--- config.mk ---
export PLATFORM = sky130hd
export DESIGN_NAME = wb_stage_lsu
export DESIGN_NICKNAME = d
export VERILOG_FILES = /design/src/rtl/wb_stage_lsu.sv
export SDC_FILE = /design/constraint.sdc
export NUM_CORES = 1
export LEC_CHECK = 0
export CORE_MARGIN = 2
export CORE_UTILIZATION = 51
export CTS_CLUSTER_DIAMETER = 80
export DETAILED_ROUTE_END_ITERATION = 8
export PLACE_DENSITY_LB_ADDON = 0.1
export SETUP_SLACK_MARGIN = 0.15
export SYNTH_ARGS = -nofsm -noshare
export SYNTH_HDL_FRONTEND = slang
export SYNTH_SLANG_ARGS = --single-unit
export TNS_END_PERCENT = 5
--- constraint.sdc ---
create_clock -name i_clk -period 3.21 [get_ports i_clk]
set_input_delay 0.642 -clock i_clk [delete_from_list [all_inputs] [get_ports i_clk]]
set_output_delay 0.642 -clock i_clk [all_outputs]
set_load 0.01 [all_outputs]
--- src/rtl/wb_stage_lsu.sv ---
// Write-back stage with load formatting, variable-latency memory wait
// and retired-instruction counter.
module wb_stage_lsu #(
    parameter int XLEN  = 64,
    parameter int CNT_W = 64,
    parameter int RD_W  = 5
) (
    input  logic             i_clk,
    input  logic             i_rst_n,
    input  logic             i_stall,
    input  logic             i_valid,
    input  logic [31:0]      i_instruction,
    input  logic             i_reg_write,
    input  logic [1:0]       i_wb_sel,
    input  logic [XLEN-1:0]  i_alu_result,
    input  logic [XLEN-1:0]  i_pc_plus4,
    input  logic [XLEN-1:0]  i_mem_data,
    input  logic             i_mem_rvalid,
    input  logic [2:0]       i_addr_lsb,
    output logic [RD_W-1:0]  o_rd_index,
    output logic [XLEN-1:0]  o_rd_data,
    output logic             o_rd_we,
    output logic             o_wb_busy,
    output logic [CNT_W-1:0] o_retire_count
);

    typedef enum logic {
        IDLE     = 1'b0,
        WAIT_MEM = 1'b1
    } state_e;

    localparam bit WIDE = (XLEN == 64);

    state_e            state_q, state_d;
    logic [RD_W-1:0]   rd_idx_q, rd_idx_d;
    logic [XLEN-1:0]   rd_data_q, rd_data_d;
    logic              rd_we_q, rd_we_d;
    logic              busy_q, busy_d;
    logic [CNT_W-1:0]  cnt_q, cnt_d;
    logic [RD_W-1:0]   cap_rd_q, cap_rd_d;
    logic [2:0]        cap_f3_q, cap_f3_d;
    logic [2:0]        cap_lsb_q, cap_lsb_d;
    logic              cap_rw_q, cap_rw_d;

    logic [RD_W-1:0]   in_rd;
    logic [2:0]        in_f3;
    logic              accept;
    logic              is_load;
    logic [XLEN-1:0]   wb_value;
    logic              unused_instr;

    assign in_rd   = RD_W'(i_instruction[11:7]);
    assign in_f3   = i_instruction[14:12];
    assign accept  = i_valid && !i_stall;
    assign is_load = (i_wb_sel == 2'b01);

    assign unused_instr = ^{i_instruction[31:15], i_instruction[6:0]};

    // Narrow builds fold LD/LWU/reserved onto LW and ignore lsb[2].
    function automatic logic [XLEN-1:0] load_fmt(
        input logic [XLEN-1:0] word,
        input logic [2:0]      f3,
        input logic [2:0]      lsb
    );
        logic [63:0] s;
        logic [63:0] r;
        logic [5:0]  sh;
        sh = WIDE ? {lsb, 3'b000} : {1'b0, lsb[1:0], 3'b000};
        s  = 64'(word) >> sh;
        unique case (f3)
            3'b000: r = {{56{s[7]}}, s[7:0]};
            3'b001: r = {{48{s[15]}}, s[15:0]};
            3'b010: r = {{32{s[31]}}, s[31:0]};
            3'b100: r = {56'd0, s[7:0]};
            3'b101: r = {48'd0, s[15:0]};
            3'b110: r = WIDE ? {32'd0, s[31:0]}
                             : {{32{s[31]}}, s[31:0]};
            3'b011,
            3'b111: r = WIDE ? s : {{32{s[31]}}, s[31:0]};
            default: r = s;
        endcase
        return r[XLEN-1:0];
    endfunction

    always_comb begin
        wb_value = i_alu_result;
        unique case (i_wb_sel)
            2'b01:   wb_value = load_fmt(i_mem_data, in_f3, i_addr_lsb);
            2'b10:   wb_value = i_pc_plus4;
            default: wb_value = i_alu_result;
        endcase
    end

    always_comb begin
        state_d   = state_q;
        rd_idx_d  = rd_idx_q;
        rd_data_d = rd_data_q;
        rd_we_d   = 1'b0;
        busy_d    = busy_q;
        cnt_d     = cnt_q;
        cap_rd_d  = cap_rd_q;
        cap_f3_d  = cap_f3_q;
        cap_lsb_d = cap_lsb_q;
        cap_rw_d  = cap_rw_q;
        unique case (state_q)
            IDLE: begin
                if (accept && is_load && !i_mem_rvalid) begin
                    cap_rd_d  = in_rd;
                    cap_f3_d  = in_f3;
                    cap_lsb_d = i_addr_lsb;
                    cap_rw_d  = i_reg_write;
                    busy_d    = 1'b1;
                    state_d   = WAIT_MEM;
                end else if (accept) begin
                    rd_idx_d  = in_rd;
                    rd_data_d = wb_value;
                    rd_we_d   = i_reg_write && (in_rd != '0);
                    cnt_d     = cnt_q + CNT_W'(1);
                end
            end
            WAIT_MEM: begin
                // Response completes regardless of stall so it is never lost.
                if (i_mem_rvalid) begin
                    rd_idx_d  = cap_rd_q;
                    rd_data_d = load_fmt(i_mem_data, cap_f3_q, cap_lsb_q);
                    rd_we_d   = cap_rw_q && (cap_rd_q != '0);
                    cnt_d     = cnt_q + CNT_W'(1);
                    busy_d    = 1'b0;
                    state_d   = IDLE;
                end
            end
            default: state_d = IDLE;
        endcase
    end

    always_ff @(posedge i_clk or negedge i_rst_n) begin
        if (!i_rst_n) begin
            state_q   <= IDLE;
            rd_idx_q  <= '0;
            rd_data_q <= '0;
            rd_we_q   <= 1'b0;
            busy_q    <= 1'b0;
            cnt_q     <= '0;
            cap_rd_q  <= '0;
            cap_f3_q  <= '0;
            cap_lsb_q <= '0;
            cap_rw_q  <= 1'b0;
        end else begin
            state_q   <= state_d;
            rd_idx_q  <= rd_idx_d;
            rd_data_q <= rd_data_d;
            rd_we_q   <= rd_we_d;
            busy_q    <= busy_d;
            cnt_q     <= cnt_d;
            cap_rd_q  <= cap_rd_d;
            cap_f3_q  <= cap_f3_d;
            cap_lsb_q <= cap_lsb_d;
            cap_rw_q  <= cap_rw_d;
        end
    end

    assign o_rd_index     = rd_idx_q;
    assign o_rd_data      = rd_data_q;
    assign o_rd_we        = rd_we_q;
    assign o_wb_busy      = busy_q;
    assign o_retire_count = cnt_q;

endmodule
==> results.cfg <==
[floorplanning]
initial_core_util_pct = 51.9
dieHeight_um = 153
fp-row-count = 54
ios = 370
core_sq_um = 21800
die_w_um = 153
die_area_sq_um = 23400

[logic_synthesis]
async_reset_ff_share_pct = 100
synth_top_flop_cell = dfrtp_1
yosys_warnings = 0
post_synth.cell_area_avg_sq_um = 8.61
syn_area_sq_um = 11300
synth_nets = 1555
synth_seq_cells = 148
synth_area_leaders = dfrtp_1 (33%), mux2i_1 (12%), nand2_1 (4.8%)
yosysTopAreaCell = dfrtp_1
synth_cells = 1317
synth_edf_count = 0
ys_top_cells_by_count = dfrtp_1 (148), nand2_1 (144), mux2i_1 (131)
yosys.area.top_type_share_pct = 32.7
yosysMostFrequentCell = dfrtp_1
synth_cell_type_count = 71
synth-seq-area-share_pct = 32.7

[grt]
grt_pass1_vias = 12578
grt_pass1_wl_um = 72400
gr-total-overflow = 0
antenna_found_initial = 2
grt_max_degree = 78
grt_usage_pct = 39.4

[routing]
routedWlPerCell_um = 24.0
detail_route.vias_per_cell = 6.46
drcViolationCount = 0
vias = 12590
drt_first_iter_violations = 1319
first_pass_iters = 6
wl_um = 46800
postRouteAntennaNets = 0

[placed_design]
numPortBuffers = 345
place_ws_ps = 28.5
hpwl_um = 35700
dp.cells = 1916
routabilityCongestion = 1.01

[sta]
period_share_pct = 88.1
worst_pin_slew_ps = 851
fmax_ghz = 0.353
slew_violations = 0
relSlewSlack_pct = 43.0
finalSetupViolCount = 0
fin_crit_ps = 2830
finalHoldViolations = 0
fin_skew_ps = 13.4
setup-tns-final_ps = 0
rsz0062_at_grt = false
layout_setup_ws_ps = 381

[critical_path]
crit_path_end_kind = register
worstPathRequired_ps = 3530
path_max_fanout = 10
critPathKind = in2reg
worst_ep_arrival_time_ps = 3150
startpoint_type = input port

[clocking]
clk_path_buf_depth = 2
worstSkewPairLatency_ps = 450
cts_tree = yes
post_cts_resized = 0
htree_levels = 4
cts_made_buffers = 17
cts_setup_buffers = 0
clk_pin_slew_ps = 80
cts.hold.buffers_added = 0
cts.sinks = 148
clock-root-buffer = clkbuf_16

[final_layout]
layout.nets = 1893
layoutNonFillerInstCount = 1950
area_growth_pct = 41.3
seq_area_sq_um = 3710
multi_input_area_sq_um = 7080
drive_gt1_share_pct = 11.0
fillers = 1663

[power_and_ir_drop]
ir_worst_vdd_mv = 0.319
leakage_nw = 6.63
pwr_density_cell_nw_per_um2 = 459

[hold_path]
holdCritPathClass = in2async

[status]
status = completed

[job]
cap_violations = 0
worst paths after layout:
| path | cells after the start | end | slack, ps | startpoint |
|---|---|---|---|---|
| worst max register to register | 7 | o_rd_data[9] | 460 | cap_lsb_q[1] |
| worst min-delay path | 1 | o_retire_count[49] | 80 | i_rst_n |
| max in group asynchronous | 2 | cap_lsb_q[0] | 2210 | i_rst_n |
| worst min register to register | 1 | o_retire_count[63] | 480 | o_retire_count[63] |
| worst max-delay path | 8 | o_rd_data[20] | 380 | i_mem_data[63] |
| min in group i_clk | 1 | o_retire_count[63] | 480 | o_retire_count[63] |
registers in the layout (all words and copies together) (netlist names), 3 cells and up:
register	flops
cap_f3_q	3
cap_lsb_q	3
cap_rd_q	5
o_rd_data	64
o_rd_index	5
o_retire_count	64
cell type report:
| type | instances | share of cell area (%) |
|---|---|---|
| Antenna cell | 2 | 0.0312 |
| Clock buffer | 17 | 2.66 |
| Clock inverter | 15 | 1.11 |
| Inverter | 22 | 0.516 |
| Multi-Input combinational cell | 1037 | 44.2 |
| Sequential cell | 148 | 23.1 |
| Tap cell | 280 | 2.19 |
| Timing Repair Buffer | 429 | 26.1 |
critical path: stages:
cell,delay (ps)
clkdlybuf4s50_1,570
mux4_2,550
nor2_1,250
o21ai_1,210
and2_1,260
buf_4,190
a221oi_1,350
o31ai_1,130
where the power goes:
part / leakage, nW / switching (mW) / internal [mW]
combinational: 4.49 / 1.49 / 1.39
clock: 0.292 / 1.04 / 1.06
sequential: 1.85 / 0.250 / 2.12
total: 6.63 / 2.78 / 4.57
through the flow:
| step | total power, mW | cell area [sq um] | utilization [%] | hold WS, ps |
|---|---|---|---|---|
| 2_1_floorplan | 3.79 | 11300 | - | 346 |
| 3_3_place_gp | 5.17 | 15400 | 70.6 | 458 |
| 3_5_place_dp | 5.21 | 15400 | 70.6 | 469 |
| 4_1_cts | 7.29 | 16000 | 73.4 | 82.1 |
| 5_1_grt | 7.63 | 16000 | 73.4 | 90.4 |
| 6_report | 7.35 | 16000 | 73.4 | 82.7 |
cell families after synthesis:
logic type / after synthesis / share of synthesized area (%)
XOR/XNOR: 63 / 4.87
multiplexers: 166 / 16.3
AND/OR/NAND/NOR: 417 / 17.3
buffers and inverters: 132 / 5.13
adder cells (fa/ha/maj): 3 / 0.331
AO/OA/AOI/OAI: 388 / 23.4
flip-flops: 148 / 32.7
per-layer routing:
layer  part of all wire, %  GRT usage (%)  up-vias
met5                     0              0        -
met4                   5.9           21.8        0
met3                   9.7           7.51      175
met2                    45           62.5      823
met1                    39           50.9     6000
li1                      -              -     5592
layout by cell type (no fill, tap or decap), drive strengths merged, types with 12 or more instances in the layout:
cell type      instances
o22ai                 38
nor2b                 17
clkbuf                17
inv                   29
mux4                  13
a221oi                48
o21ai                 88
nand3                 44
nand4                 16
nor3                  34
xor2                  17
o31ai                 16
clkdlybuf4s50        342
nand2                146
a211oi                12
o211ai                14
mux2                  22
mux2i                131
xnor2                 46
o221ai                24
buf                   87
nor2                 112
dfrtp                148
a21oi                 87
No activity file was read; power rests on OpenSTA's default activity.
